**config.mk**
```make
export PLATFORM = sky130hd
export DESIGN_NAME = noc_endpoint_flat
export DESIGN_NICKNAME = d
export VERILOG_FILES = /design/src/rtl/noc_pkg.sv /design/src/rtl/noc_endpoint_if.sv /design/src/rtl/noc_fifo.sv /design/src/rtl/noc_endpoint.sv /design/src/flat_wrapper.sv
export SDC_FILE = /design/constraint.sdc
export NUM_CORES = 1
export LEC_CHECK = 0
export BUFFER_PORTS_ARGS = -buffer_cell sky130_fd_sc_hd__buf_2
export CAP_MARGIN = 20
export CORE_MARGIN = 1
export CORE_UTILIZATION = 45
export CTS_CLUSTER_DIAMETER = 30
export CTS_CLUSTER_SIZE = 12
export DETAILED_ROUTE_END_ITERATION = 6
export GPL_ROUTABILITY_DRIVEN = 0
export GPL_TIMING_DRIVEN = 1
export HOLD_SLACK_MARGIN = 0.03
export PLACE_DENSITY = 0.67
export SYNTH_ARGS = -nofsm -noshare
export SYNTH_HDL_FRONTEND = slang
export SYNTH_SLANG_ARGS = --single-unit
```
**constraint.sdc**
```tcl
create_clock -name clk -period 5.3 [get_ports clk]
set_clock_uncertainty 0.05 [all_clocks]
set_input_delay 1.325 -clock clk [delete_from_list [all_inputs] [get_ports clk]]
set_output_delay 1.325 -clock clk [all_outputs]
set_load 0.005 [all_outputs]
```
**src/rtl/noc_pkg.sv**
```systemverilog
// Shared definitions for the mesh network interface.
// Contents:
//   COORD_W, MESH_DIM  coordinate width and mesh size (4x4)
//   flit_t             flit layout {dest_x, dest_y, src_x, src_y, payload}
//                      shown here for the default 16-bit payload
//   coord_match        tile-address comparison
//   sat_inc            16-bit increment that holds at 16'hFFFF
package noc_pkg;

  localparam int COORD_W       = 2;
  localparam int MESH_DIM      = 4;
  localparam int PAYLOAD_W_DEF = 16;

  typedef struct packed {
    logic [COORD_W-1:0]       dest_x;
    logic [COORD_W-1:0]       dest_y;
    logic [COORD_W-1:0]       src_x;
    logic [COORD_W-1:0]       src_y;
    logic [PAYLOAD_W_DEF-1:0] payload;
  } flit_t;

  function automatic logic coord_match(input logic [COORD_W-1:0] ax,
                                       input logic [COORD_W-1:0] ay,
                                       input logic [COORD_W-1:0] bx,
                                       input logic [COORD_W-1:0] by);
    return (ax == bx) && (ay == by);
  endfunction

  function automatic logic [15:0] sat_inc(input logic [15:0] value);
    return (value == 16'hFFFF) ? value : value + 16'd1;
  endfunction

endpackage

```
**src/rtl/noc_endpoint_if.sv**
```systemverilog
// Bundle of the endpoint's three handshake channels plus the core RX channel.
// Channels:
//   core_tx_*  core -> endpoint requests (dest, payload)
//   inj_*      endpoint -> router local input (full flit)
//   ej_*       router -> endpoint ejected flits (full flit)
//   core_rx_*  endpoint -> core delivered packets (src, payload)
// Modports:
//   slave   the endpoint's view
//   master  the surrounding core/router view
interface noc_endpoint_if #(parameter int PAYLOAD_W = 16);
  import noc_pkg::*;

  localparam int FLIT_W = 4*COORD_W + PAYLOAD_W;

  logic                 core_tx_valid;
  logic                 core_tx_ready;
  logic [COORD_W-1:0]   core_tx_dest_x;
  logic [COORD_W-1:0]   core_tx_dest_y;
  logic [PAYLOAD_W-1:0] core_tx_payload;

  logic                 inj_valid;
  logic                 inj_ready;
  logic [FLIT_W-1:0]    inj_flit;

  logic                 ej_valid;
  logic                 ej_ready;
  logic [FLIT_W-1:0]    ej_flit;

  logic                 core_rx_valid;
  logic                 core_rx_ready;
  logic [COORD_W-1:0]   core_rx_src_x;
  logic [COORD_W-1:0]   core_rx_src_y;
  logic [PAYLOAD_W-1:0] core_rx_payload;

  modport slave (
    input  core_tx_valid, core_tx_dest_x, core_tx_dest_y, core_tx_payload,
    input  inj_ready, ej_valid, ej_flit, core_rx_ready,
    output core_tx_ready, inj_valid, inj_flit, ej_ready,
    output core_rx_valid, core_rx_src_x, core_rx_src_y, core_rx_payload
  );

  modport master (
    output core_tx_valid, core_tx_dest_x, core_tx_dest_y, core_tx_payload,
    output inj_ready, ej_valid, ej_flit, core_rx_ready,
    input  core_tx_ready, inj_valid, inj_flit, ej_ready,
    input  core_rx_valid, core_rx_src_x, core_rx_src_y, core_rx_payload
  );

endinterface

```
**src/rtl/noc_fifo.sv**
```systemverilog
// Synchronous FIFO without fall-through: a word pushed at edge N is visible
// on dout from cycle N+1.
// Ports:
//   clk, rst_n   clock, asynchronous active-low reset (flushes the queue)
//   push, din    write request and data (ignored while full)
//   pop          read request (ignored while empty)
//   dout         head entry
//   full, empty  occupancy status
// Pointers carry one extra wrap bit so full and empty are distinguished by
// comparing that MSB; the lower bits index the storage modulo DEPTH.
module noc_fifo #(
  parameter int WIDTH = 8,
  parameter int DEPTH = 4
) (
  input  logic             clk,
  input  logic             rst_n,
  input  logic             push,
  input  logic [WIDTH-1:0] din,
  input  logic             pop,
  output logic [WIDTH-1:0] dout,
  output logic             full,
  output logic             empty
);

  localparam int AW = $clog2(DEPTH);

  logic [AW:0]      wr_ptr_r;
  logic [AW:0]      rd_ptr_r;
  logic [WIDTH-1:0] mem_r [DEPTH];
  logic             push_s;
  logic             pop_s;

  assign full   = (wr_ptr_r[AW] != rd_ptr_r[AW]) &&
                  (wr_ptr_r[AW-1:0] == rd_ptr_r[AW-1:0]);
  assign empty  = (wr_ptr_r == rd_ptr_r);
  assign push_s = push && !full;
  assign pop_s  = pop && !empty;
  assign dout   = mem_r[rd_ptr_r[AW-1:0]];

  // Read/write pointer advance; reset empties the queue.
  always_ff @(posedge clk or negedge rst_n) begin
    if (!rst_n) begin
      wr_ptr_r <= {(AW+1){1'b0}};
      rd_ptr_r <= {(AW+1){1'b0}};
    end else begin
      if (push_s) begin
        wr_ptr_r <= wr_ptr_r + {{AW{1'b0}}, 1'b1};
      end
      if (pop_s) begin
        rd_ptr_r <= rd_ptr_r + {{AW{1'b0}}, 1'b1};
      end
    end
  end

  // Storage write; contents need no reset because the pointers gate them.
  always_ff @(posedge clk) begin
    if (push_s) begin
      mem_r[wr_ptr_r[AW-1:0]] <= din;
    end
  end

endmodule

```
**src/rtl/noc_endpoint.sv**
```systemverilog
// Network interface for one tile of the 4x4 mesh, attached to a router's
// local port.
// Ports:
//   clk, rst_n     clock, asynchronous active-low reset
//   bus (slave)    core TX, router injection, router ejection, core RX
//   tx_cnt         saturating count of flits injected into the router
//   rx_cnt         saturating count of RX queue pushes (ejection + loopback)
//   misroute_cnt   saturating count of ejected flits dropped as misaddressed
// Core requests are packed with this tile's coordinates and queued in the
// TX queue. A non-self-addressed head is offered to the router; a
// self-addressed head loops back into the RX queue instead. Ejected flits
// addressed here go into the RX queue; others are dropped and counted.
module noc_endpoint
  import noc_pkg::*;
#(
  parameter int XCOORD    = 0,
  parameter int YCOORD    = 0,
  parameter int PAYLOAD_W = 16,
  parameter int TXQ_DEPTH = 4,
  parameter int RXQ_DEPTH = 4
) (
  input  logic          clk,
  input  logic          rst_n,
  noc_endpoint_if.slave bus,
  output logic [15:0]   tx_cnt,
  output logic [15:0]   rx_cnt,
  output logic [15:0]   misroute_cnt
);

  localparam int FLIT_W  = 4*COORD_W + PAYLOAD_W;
  // The RX queue keeps only what the core sees: {src_x, src_y, payload}.
  localparam int RXQ_W   = 2*COORD_W + PAYLOAD_W;
  localparam int SY_LSB  = PAYLOAD_W;
  localparam int SX_LSB  = PAYLOAD_W + COORD_W;
  localparam int DY_LSB  = PAYLOAD_W + 2*COORD_W;
  localparam int DX_LSB  = PAYLOAD_W + 3*COORD_W;
  localparam logic [COORD_W-1:0] OWN_X = COORD_W'(XCOORD);
  localparam logic [COORD_W-1:0] OWN_Y = COORD_W'(YCOORD);

  logic [FLIT_W-1:0] tx_flit_s;
  logic [FLIT_W-1:0] txq_head_s;
  logic              txq_full_s;
  logic              txq_empty_s;
  logic              txq_pop_s;
  logic [RXQ_W-1:0]  rxq_din_s;
  logic [RXQ_W-1:0]  rxq_head_s;
  logic              rxq_full_s;
  logic              rxq_empty_s;
  logic              rxq_push_s;

  logic              rdy_en_r;
  logic              tx_ready_s;
  logic              ej_ready_s;
  logic              inj_valid_s;
  logic              head_self_s;
  logic              ej_self_s;
  logic              tx_push_s;
  logic              inj_xfer_s;
  logic              ej_xfer_s;
  logic              lb_xfer_s;

  logic [15:0]       tx_cnt_r;
  logic [15:0]       rx_cnt_r;
  logic [15:0]       mis_cnt_r;

  // Request packing: destination first, this tile as source, then data.
  assign tx_flit_s = {bus.core_tx_dest_x, bus.core_tx_dest_y, OWN_X, OWN_Y,
                      bus.core_tx_payload};

  assign head_self_s = coord_match(txq_head_s[DX_LSB +: COORD_W],
                                   txq_head_s[DY_LSB +: COORD_W],
                                   OWN_X, OWN_Y);
  assign ej_self_s   = coord_match(bus.ej_flit[DX_LSB +: COORD_W],
                                   bus.ej_flit[DY_LSB +: COORD_W],
                                   OWN_X, OWN_Y);

  // Readies stay low through reset and rise on the first edge after release.
  assign tx_ready_s  = rdy_en_r && !txq_full_s;
  assign ej_ready_s  = rdy_en_r && !rxq_full_s;
  assign inj_valid_s = !txq_empty_s && !head_self_s;

  assign tx_push_s   = bus.core_tx_valid && tx_ready_s;
  assign inj_xfer_s  = inj_valid_s && bus.inj_ready;
  assign ej_xfer_s   = bus.ej_valid && ej_ready_s;
  // Ejection owns the single RX push slot; loopback waits for a free cycle.
  assign lb_xfer_s   = !txq_empty_s && head_self_s && !rxq_full_s && !ej_xfer_s;

  assign txq_pop_s   = inj_xfer_s || lb_xfer_s;
  assign rxq_push_s  = (ej_xfer_s && ej_self_s) || lb_xfer_s;

  // RX queue write-data select: ejected flit when one is accepted, else loopback head.
  always_comb begin
    rxq_din_s = txq_head_s[RXQ_W-1:0];
    if (ej_xfer_s) begin
      rxq_din_s = bus.ej_flit[RXQ_W-1:0];
    end else begin
      rxq_din_s = txq_head_s[RXQ_W-1:0];
    end
  end

  noc_fifo #(.WIDTH(FLIT_W), .DEPTH(TXQ_DEPTH)) u_txq (
    .clk   (clk),
    .rst_n (rst_n),
    .push  (tx_push_s),
    .din   (tx_flit_s),
    .pop   (txq_pop_s),
    .dout  (txq_head_s),
    .full  (txq_full_s),
    .empty (txq_empty_s)
  );

  noc_fifo #(.WIDTH(RXQ_W), .DEPTH(RXQ_DEPTH)) u_rxq (
    .clk   (clk),
    .rst_n (rst_n),
    .push  (rxq_push_s),
    .din   (rxq_din_s),
    .pop   (bus.core_rx_valid && bus.core_rx_ready),
    .dout  (rxq_head_s),
    .full  (rxq_full_s),
    .empty (rxq_empty_s)
  );

  // Ready-enable flag: holds both readies low until the first edge out of reset.
  always_ff @(posedge clk or negedge rst_n) begin
    if (!rst_n) begin
      rdy_en_r <= 1'b0;
    end else begin
      rdy_en_r <= 1'b1;
    end
  end

  // Saturating activity counters for injected, delivered and dropped flits.
  always_ff @(posedge clk or negedge rst_n) begin
    if (!rst_n) begin
      tx_cnt_r  <= 16'h0000;
      rx_cnt_r  <= 16'h0000;
      mis_cnt_r <= 16'h0000;
    end else begin
      if (inj_xfer_s) begin
        tx_cnt_r <= sat_inc(tx_cnt_r);
      end
      if (rxq_push_s) begin
        rx_cnt_r <= sat_inc(rx_cnt_r);
      end
      if (ej_xfer_s && !ej_self_s) begin
        mis_cnt_r <= sat_inc(mis_cnt_r);
      end
    end
  end

  assign bus.core_tx_ready   = tx_ready_s;
  assign bus.inj_valid       = inj_valid_s;
  assign bus.inj_flit        = txq_head_s;
  assign bus.ej_ready        = ej_ready_s;
  assign bus.core_rx_valid   = !rxq_empty_s;
  assign bus.core_rx_src_x   = rxq_head_s[SX_LSB +: COORD_W];
  assign bus.core_rx_src_y   = rxq_head_s[SY_LSB +: COORD_W];
  assign bus.core_rx_payload = rxq_head_s[PAYLOAD_W-1:0];

  assign tx_cnt       = tx_cnt_r;
  assign rx_cnt       = rx_cnt_r;
  assign misroute_cnt = mis_cnt_r;

endmodule

```
**src/flat_wrapper.sv**
```systemverilog
// flat-port wrapper written by rule: the top's interface ports become plain ports
module noc_endpoint_flat import noc_pkg::*;
#(
  parameter int XCOORD    = 0,
  parameter int YCOORD    = 0,
  parameter int PAYLOAD_W = 16,
  parameter int TXQ_DEPTH = 4,
  parameter int RXQ_DEPTH = 4
)
  (clk, rst_n, tx_cnt, rx_cnt, misroute_cnt, bus_core_tx_valid, bus_core_tx_dest_x, bus_core_tx_dest_y, bus_core_tx_payload, bus_inj_ready, bus_ej_valid, bus_ej_flit, bus_core_rx_ready, bus_core_tx_ready, bus_inj_valid, bus_inj_flit, bus_ej_ready, bus_core_rx_valid, bus_core_rx_src_x, bus_core_rx_src_y, bus_core_rx_payload);
  noc_endpoint_if #(.PAYLOAD_W(PAYLOAD_W)) bus_i ();
  input  logic clk;
  input  logic rst_n;
  output logic [15:0] tx_cnt;
  output logic [15:0] rx_cnt;
  output logic [15:0] misroute_cnt;
  input wire logic [$bits(bus_i.core_tx_valid)-1:0] bus_core_tx_valid;
  input wire logic [$bits(bus_i.core_tx_dest_x)-1:0] bus_core_tx_dest_x;
  input wire logic [$bits(bus_i.core_tx_dest_y)-1:0] bus_core_tx_dest_y;
  input wire logic [$bits(bus_i.core_tx_payload)-1:0] bus_core_tx_payload;
  input wire logic [$bits(bus_i.inj_ready)-1:0] bus_inj_ready;
  input wire logic [$bits(bus_i.ej_valid)-1:0] bus_ej_valid;
  input wire logic [$bits(bus_i.ej_flit)-1:0] bus_ej_flit;
  input wire logic [$bits(bus_i.core_rx_ready)-1:0] bus_core_rx_ready;
  output wire logic [$bits(bus_i.core_tx_ready)-1:0] bus_core_tx_ready;
  output wire logic [$bits(bus_i.inj_valid)-1:0] bus_inj_valid;
  output wire logic [$bits(bus_i.inj_flit)-1:0] bus_inj_flit;
  output wire logic [$bits(bus_i.ej_ready)-1:0] bus_ej_ready;
  output wire logic [$bits(bus_i.core_rx_valid)-1:0] bus_core_rx_valid;
  output wire logic [$bits(bus_i.core_rx_src_x)-1:0] bus_core_rx_src_x;
  output wire logic [$bits(bus_i.core_rx_src_y)-1:0] bus_core_rx_src_y;
  output wire logic [$bits(bus_i.core_rx_payload)-1:0] bus_core_rx_payload;
  assign bus_i.core_tx_valid = bus_core_tx_valid;
  assign bus_i.core_tx_dest_x = bus_core_tx_dest_x;
  assign bus_i.core_tx_dest_y = bus_core_tx_dest_y;
  assign bus_i.core_tx_payload = bus_core_tx_payload;
  assign bus_i.inj_ready = bus_inj_ready;
  assign bus_i.ej_valid = bus_ej_valid;
  assign bus_i.ej_flit = bus_ej_flit;
  assign bus_i.core_rx_ready = bus_core_rx_ready;
  assign bus_core_tx_ready = bus_i.core_tx_ready;
  assign bus_inj_valid = bus_i.inj_valid;
  assign bus_inj_flit = bus_i.inj_flit;
  assign bus_ej_ready = bus_i.ej_ready;
  assign bus_core_rx_valid = bus_i.core_rx_valid;
  assign bus_core_rx_src_x = bus_i.core_rx_src_x;
  assign bus_core_rx_src_y = bus_i.core_rx_src_y;
  assign bus_core_rx_payload = bus_i.core_rx_payload;
  noc_endpoint #(.XCOORD(XCOORD), .YCOORD(YCOORD), .PAYLOAD_W(PAYLOAD_W), .TXQ_DEPTH(TXQ_DEPTH), .RXQ_DEPTH(RXQ_DEPTH)) u_core (.clk(clk), .rst_n(rst_n), .bus(bus_i), .tx_cnt(tx_cnt), .rx_cnt(rx_cnt), .misroute_cnt(misroute_cnt));
endmodule
```
==> results of run 1 <==
-- synth_stat cells (3+ instances only) --
| cell | n |
|---|---|
| a31oi_1 | 3 |
| and2_1 | 7 |
| and3_1 | 12 |
| and4_1 | 3 |
| buf_1 | 3 |
| buf_4 | 4 |
| buf_6 | 4 |
| clkbuf_1 | 4 |
| dfrtp_1 | 61 |
| edfxtp_1 | 160 |
| ha_1 | 13 |
| inv_1 | 9 |
| mux2_1 | 5 |
| mux2_2 | 19 |
| mux4_2 | 40 |
| nand2_1 | 25 |
| nand3_1 | 18 |
| nand4_1 | 9 |
| nor2_1 | 14 |
| nor2b_1 | 4 |
| nor3_1 | 8 |
| nor3_2 | 6 |
| nor4_1 | 5 |
| or4_1 | 3 |
| xnor2_1 | 26 |
| xor2_1 | 32 |
-- per-stage QoR --
stage / utilization (%) / instances / worst slack (ps) / cell area (um^2) / hold slack (ps)
after floorplan: - / 523 / 1880 / 9180 / 410
after global placement: 51.7 / 921 / 1690 / 10200 / 424
after detailed placement: 51.7 / 921 / 1680 / 10200 / 431
after CTS: 58.6 / 993 / 1150 / 11600 / 440
after global routing: 59.0 / 996 / 1040 / 11600 / 455
final: 59.0 / 996 / 1220 / 11600 / 437
-- cell families after synthesis --
kind of cell	Yosys count	share of synthesized area [%]
multiplexers	65	12.9
AO/OA/AOI/OAI	10	1.05
AND/OR/NAND/NOR	125	8.05
flip-flops	221	69.0
buffers and inverters	26	1.58
XOR/XNOR	58	5.54
adder cells (fa/ha/maj)	13	1.77
other	2	0.0819
-- path summary, 6_finish.rpt --
kind	end	startpoint	slack, ps
min in group asynchronous	u_core.tx_cnt[1]	rst_n	670
min	u_core.rx_cnt[13]	u_core.rx_cnt[13]	440
max	bus_inj_valid	u_core.u_txq.rd_ptr_r[1]	1220
max reg2reg	u_core.u_rxq.mem_r[1][6]	u_core.u_rxq.rd_ptr_r[0]	2040
max in group asynchronous	u_core.misroute_cnt[9]	rst_n	3590
min reg2reg	u_core.rx_cnt[13]	u_core.rx_cnt[13]	440
-- sequential cells by signal, indices dropped and copies added (netlist names), 16 cells and up --
register	cells
u_core.u_rxq.mem_r	80
u_core.u_txq.mem_r	80
u_core.misroute_cnt	16
u_core.rx_cnt	16
u_core.tx_cnt	16
-- worst max-delay path, delay by kind of cell, from the launching register on --
kind                   cells  cell delay [ps]
AND/OR/NAND/NOR            2              590
buffers and inverters      1              150
flip-flops                 1              980
multiplexers               1              470
-- power by group through the flow --
stage | registers [uW] | logic (uW) | clock network [uW]
global placement | 2430 | 1550 | 0
global route | 2440 | 1750 | 2680
floorplan | 2350 | 1080 | 0
detailed placement | 2450 | 1580 | 0
CTS | 2420 | 1600 | 2590
finish | 2410 | 1600 | 2550
-- area by class of cell --
class / count / area [um^2] / area share [%]
Sequential cell: 221 / 6330 / 54.4
Multi-Input combinational cell: 276 / 2720 / 23.4
Clock buffer: 45 / 1040 / 8.94
Timing Repair Buffer: 153 / 856 / 7.35
Tap cell: 265 / 332 / 2.85
Clock inverter: 27 / 325 / 2.79
Inverter: 9 / 33.8 / 0.290
-- layer usage --
layer,vias to the layer above,global-route usage (%),part of all wire (%)
met2,143,30.2,50
met3,48,5.30,6.1
li1,2374,-,-
met1,2598,22.4,41
met4,2,7.59,2.8
met5,-,0,0.092
==> impl_metrics.env, run 1 <==
export IMPL_grt_max_degree=46
export IMPL_root_buffer="clkbuf_16"
export IMPL_path_clk_slew_ps=50
export IMPL_dieArea_um2=21000
export IMPL_critPathMaxStageDelay_ps=980
export IMPL_period_share_pct=77.0
export IMPL_via_per_inst=5.19
export IMPL_slew_headroom_pct=30.8
export IMPL_clock_power_share_pct=38.9
export IMPL_first_iter_violations=242
export IMPL_path_cells="mux4_2 -> nor4_4 -> nor2_1 -> buf_2"
export IMPL_period_needed_ps=4080
export IMPL_mostFrequentLayoutCells="edfxtp_1 (160), buf_2 (141), dfrtp_1 (61)"
export IMPL_wirelength_mm=18.4
export IMPL_tns_ps=0
export IMPL_die_y_um=145
export IMPL_port_buffers=141
export IMPL_cts_setup_buffers=0
export IMPL_rsz0062_at_grt="no"
export IMPL_rows=51
export IMPL_synth_top_cell_by_area="edfxtp_1"
export IMPL_grt_pass1_wl_mm=28.6
export IMPL_gr_usage_all_layers_pct=18.2
export IMPL_crit_fanout=23
export IMPL_switching_share_pct=28.6
export IMPL_hold_path_class="flip-flop to flip-flop"
export IMPL_drt_wirelength_per_cell_um=18.5
export IMPL_seqPwrFrac_pct=36.7
export IMPL_clock_latency_ps=510
export IMPL_start_kind="flip-flop"
export IMPL_tightest_slew_ps=1040
export IMPL_slew_viol_final=0
export IMPL_syn_inst=520
export IMPL_total_power_uw=6550
export IMPL_ys_seq_area_share_pct=69.0
export IMPL_cp_required_ps=3920
export IMPL_drtPass1Iterations=4
export IMPL_cp_data_arrival_time_ps=2710
export IMPL_hold_buffers=0
export IMPL_ctsResizeCount=0
export IMPL_cts_tree="built"
export IMPL_mostFrequentLayoutCell="edfxtp_1"
export IMPL_timing_fmax_mhz=245
export IMPL_worst_ir_drop_vdd_mv=0.206
export IMPL_drive_gt1_share_pct=40.9
export IMPL_status="finished, final reports clean"
export IMPL_ant_nets=0
export IMPL_p_sw_uw=1870
export IMPL_n_antenna_cell=0
export IMPL_cts_max_level=2
export IMPL_synth_edf_count=160
export IMPL_grt_pass1_vias=5337
export IMPL_netlist_area_um2=9170
export IMPL_leakagePower_uw=0.00462
export IMPL_pwr_share_comb_pct=24.4
export IMPL_start_util_pct=46.5
export IMPL_nets=764
export IMPL_fillers=1471
export IMPL_via_count=5165
export IMPL_dp_hpwl_mm=12.1
export IMPL_yosysUniqueCellTypes=43
export IMPL_p_per_area_nw_per_um2=563
export IMPL_synthTopCellsByArea="edfxtp_1 (52%), dfrtp_1 (17%), mux4_2 (9.8%)"
export IMPL_remaining_drc_errors=0
export IMPL_p_int_uw=4680
export IMPL_timing_max_cap_violations=0
export IMPL_clk_path_buf_depth=3
export IMPL_antenna_found_initial=1
export IMPL_ys_seq_elements=221
export IMPL_area_delta_synth_final_pct=26.9
export IMPL_cts_made_buffers=40
export IMPL_yosysWarnings=0
export IMPL_reg2reg_depth=7
export IMPL_synthArstFlopShare_pct=27.6
export IMPL_cts_sinks=221
export IMPL_overflow=0
export IMPL_ios=146
export IMPL_coreArea_um2=19700
export IMPL_syn_area_per_cell_um2=17.6
export IMPL_setup_violations_final=0
export IMPL_final_hold_violation_count=0
export IMPL_crit_slowest_cell="dfrtp_1"
export IMPL_cp_end_kind="primary output"
export IMPL_path_class="flip-flop to primary output"
export IMPL_synth_top_flop_cell="edfxtp_1"
export IMPL_synth_top_area_share_pct=52.4
export IMPL_die_w_um=145
export IMPL_holdPathStages=1
Note: power is estimated with default switching activity, not from simulation.
==> run 2, diff against run 1 <==
--- a/config.mk
+++ b/config.mk
@@ -15,7 +15,7 @@
 export GPL_ROUTABILITY_DRIVEN = 0
 export GPL_TIMING_DRIVEN = 1
 export HOLD_SLACK_MARGIN = 0.03
-export PLACE_DENSITY = 0.67
+export PLACE_DENSITY = 0.69
 export SYNTH_ARGS = -nofsm -noshare
 export SYNTH_HDL_FRONTEND = slang
 export SYNTH_SLANG_ARGS = --single-unit
==> constraint.sdc (replaced) <==
create_clock -name clk -period 3.3 [get_ports clk]
set_clock_uncertainty 0.05 [all_clocks]
set_input_delay 0.825 -clock clk [delete_from_list [all_inputs] [get_ports clk]]
set_output_delay 0.825 -clock clk [all_outputs]
set_load 0.005 [all_outputs]
==> run 2 against run 1 <==
Worst hold slack got worse by 290 ps. Critical endpoint unchanged. Clock power is 53% higher. Non-clock buffer count increased by 6. Worst setup slack lost 1000 ps. Via count increased by 0.66%. Sequential share of layout area is 0.32 points higher. Register-to-register slack worse by 1500 ps. Flip-flop and latch count stayed put. Final cell count increased by 0.90%. Die area did not move. Total power is 58% higher. Routed wire length is 3.9% higher.
==> impl_metrics.env, run 2 (synthesis results as in run 1) <==
export IMPL_cts_sinks=221
export IMPL_setup_violations_final=0
export IMPL_start_util_pct=46.5
export IMPL_slew_headroom_pct=28.4
export IMPL_timing_fmax_mhz=321
export IMPL_cp_end_kind="primary output"
export IMPL_port_buffers=141
export IMPL_remaining_drc_errors=0
export IMPL_area_delta_synth_final_pct=26.2
export IMPL_die_w_um=145
export IMPL_dieArea_um2=21000
export IMPL_slew_viol_final=0
export IMPL_ios=146
export IMPL_overflow=0
export IMPL_tightest_slew_ps=1070
export IMPL_start_kind="flip-flop"
export IMPL_path_clk_slew_ps=40
export IMPL_path_delay_family="multiplexers"
export IMPL_cts_tree="built"
export IMPL_path_cells="mux4_2 -> nor4_4 -> nor2_1 -> buf_2"
export IMPL_p_per_area_nw_per_um2=896
export IMPL_gr_usage_all_layers_pct=18.9
export IMPL_clk_path_buf_depth=3
export IMPL_via_per_inst=5.17
export IMPL_total_power_uw=10400
export IMPL_crit_slowest_cell="mux4_2"
export IMPL_drt_wirelength_per_cell_um=19.0
export IMPL_final_hold_violation_count=0
export IMPL_critPathMaxStageDelay_ps=610
export IMPL_drive_gt1_share_pct=40.8
export IMPL_dp_hpwl_mm=12.3
export IMPL_place_inst=928
export IMPL_ant_nets=0
export IMPL_die_y_um=145
export IMPL_path_buf_inv=1
export IMPL_period_share_pct=94.5
export IMPL_leakagePower_uw=0.00460
export IMPL_via_count=5199
export IMPL_wirelength_mm=19.1
export IMPL_rsz0062_at_grt="no"
export IMPL_cp_data_arrival_time_ps=2240
export IMPL_first_iter_violations=272
export IMPL_path_class="flip-flop to primary output"
export IMPL_cts_made_buffers=40
export IMPL_period_needed_ps=3120
export IMPL_hold_path_class="input pin to asynchronous set/reset pin"
export IMPL_whs_ps=150
export IMPL_timing_max_cap_violations=0
export IMPL_place_area_um2=10200
export IMPL_grt_pass1_wl_mm=29.6
export IMPL_rows=51
export IMPL_root_buffer="clkbuf_16"
export IMPL_grt_max_degree=28
export IMPL_cp_required_ps=2420
export IMPL_final_cells=1005
export IMPL_postLayoutCellArea_um2=11600
export IMPL_coreArea_um2=19700
export IMPL_status="finished, final reports clean"
export IMPL_antenna_found_initial=3
export IMPL_drtPass1Iterations=6
export IMPL_tns_ps=0
export IMPL_cts_max_level=2
export IMPL_mostFrequentLayoutCell="edfxtp_1"
export IMPL_clock_latency_ps=510
export IMPL_worst_ir_drop_vdd_mv=0.450
export IMPL_crit_fanout=6
export IMPL_hold_buffers=0
export IMPL_nets=770
export IMPL_grt_pass1_vias=5429
export IMPL_mostFrequentLayoutCells="edfxtp_1 (160), buf_2 (141), dfrtp_1 (60)"
-- run 2: changes by cell type in the layout (fill, tap and decap cells not counted), sizes merged --
cell and change:
clkbuf +7, bufinv -3, buf +6, diode +2, clkinvlp +1, inv -4
-- run 2: stage by stage --
step	setup slack (ps)	util [%]
floorplan	136	-
global placement	520	52.0
detailed placement	503	52.0
CTS	5.32	58.6
global route	51.7	58.7
finish	183	58.7
-- run 2: path summary, 6_finish.rpt --
| check | depth (start not counted) | start | end | slack [ps] |
|---|---|---|---|---|
| worst max-delay path | 4 | u_core.u_txq.rd_ptr_r[0] | bus_inj_valid | 180 |
| max in group asynchronous | 2 | rst_n | u_core.misroute_cnt[4] | 2380 |
| worst min-delay path | 1 | rst_n | u_core.tx_cnt[4] | 150 |
| worst max register to register | 6 | u_core.u_txq.rd_ptr_r[0] | u_core.u_rxq.mem_r[3][13] | 540 |
| worst min register to register | 1 | u_core.u_rxq.rd_ptr_r[2] | u_core.u_rxq.rd_ptr_r[2] | 440 |
| min in group clk | 1 | u_core.u_rxq.rd_ptr_r[2] | u_core.u_rxq.rd_ptr_r[2] | 440 |
-- run 2: worst register-to-register path: cells and delay by family, from the launching register on --
family                 cells  cell delay (ps)
multiplexers               1              610
AND/OR/NAND/NOR            2              530
flip-flops                 1              500
buffers and inverters      2              500
AO/OA/AOI/OAI              1              220
-- run 2: layer usage --
layer | vias up | track usage (%) | wire, um | part of all wire [%]
met5 | - | 0 | 23 | 0.12
met4 | 4 | 7.37 | 470 | 2.5
met3 | 43 | 5.13 | 1230 | 6.4
met2 | 169 | 31.2 | 9460 | 49
met1 | 2597 | 23.8 | 7950 | 42
li1 | 2386 | - | - | -
-- run 2: timing repair --
action	in CTS	in global routing
hold endpoints to repair	0	0
resized for setup	0	1
setup buffers	0	2
setup endpoints to repair	0	1
-- run 2: cell type report --
cell class / count / area, um^2
fill: 1481 / 8140
sequential: 221 / 6330
multi-input combinational: 276 / 2720
clock buffer: 52 / 1100
timing repair buffer: 159 / 841
tap: 265 / 332
clock inverter: 21 / 210
inverter: 9 / 33.8
antenna: 2 / 5.00
-- run 2: power breakdown --
part	switching [uW]	leakage [uW]	internal [uW]	total (uW)
Combinational	1430	0.00173	1250	2680
Clock	1310	0.000622	2580	3890
Sequential	277	0.00224	3520	3790
Total	3020	0.00460	7350	10400
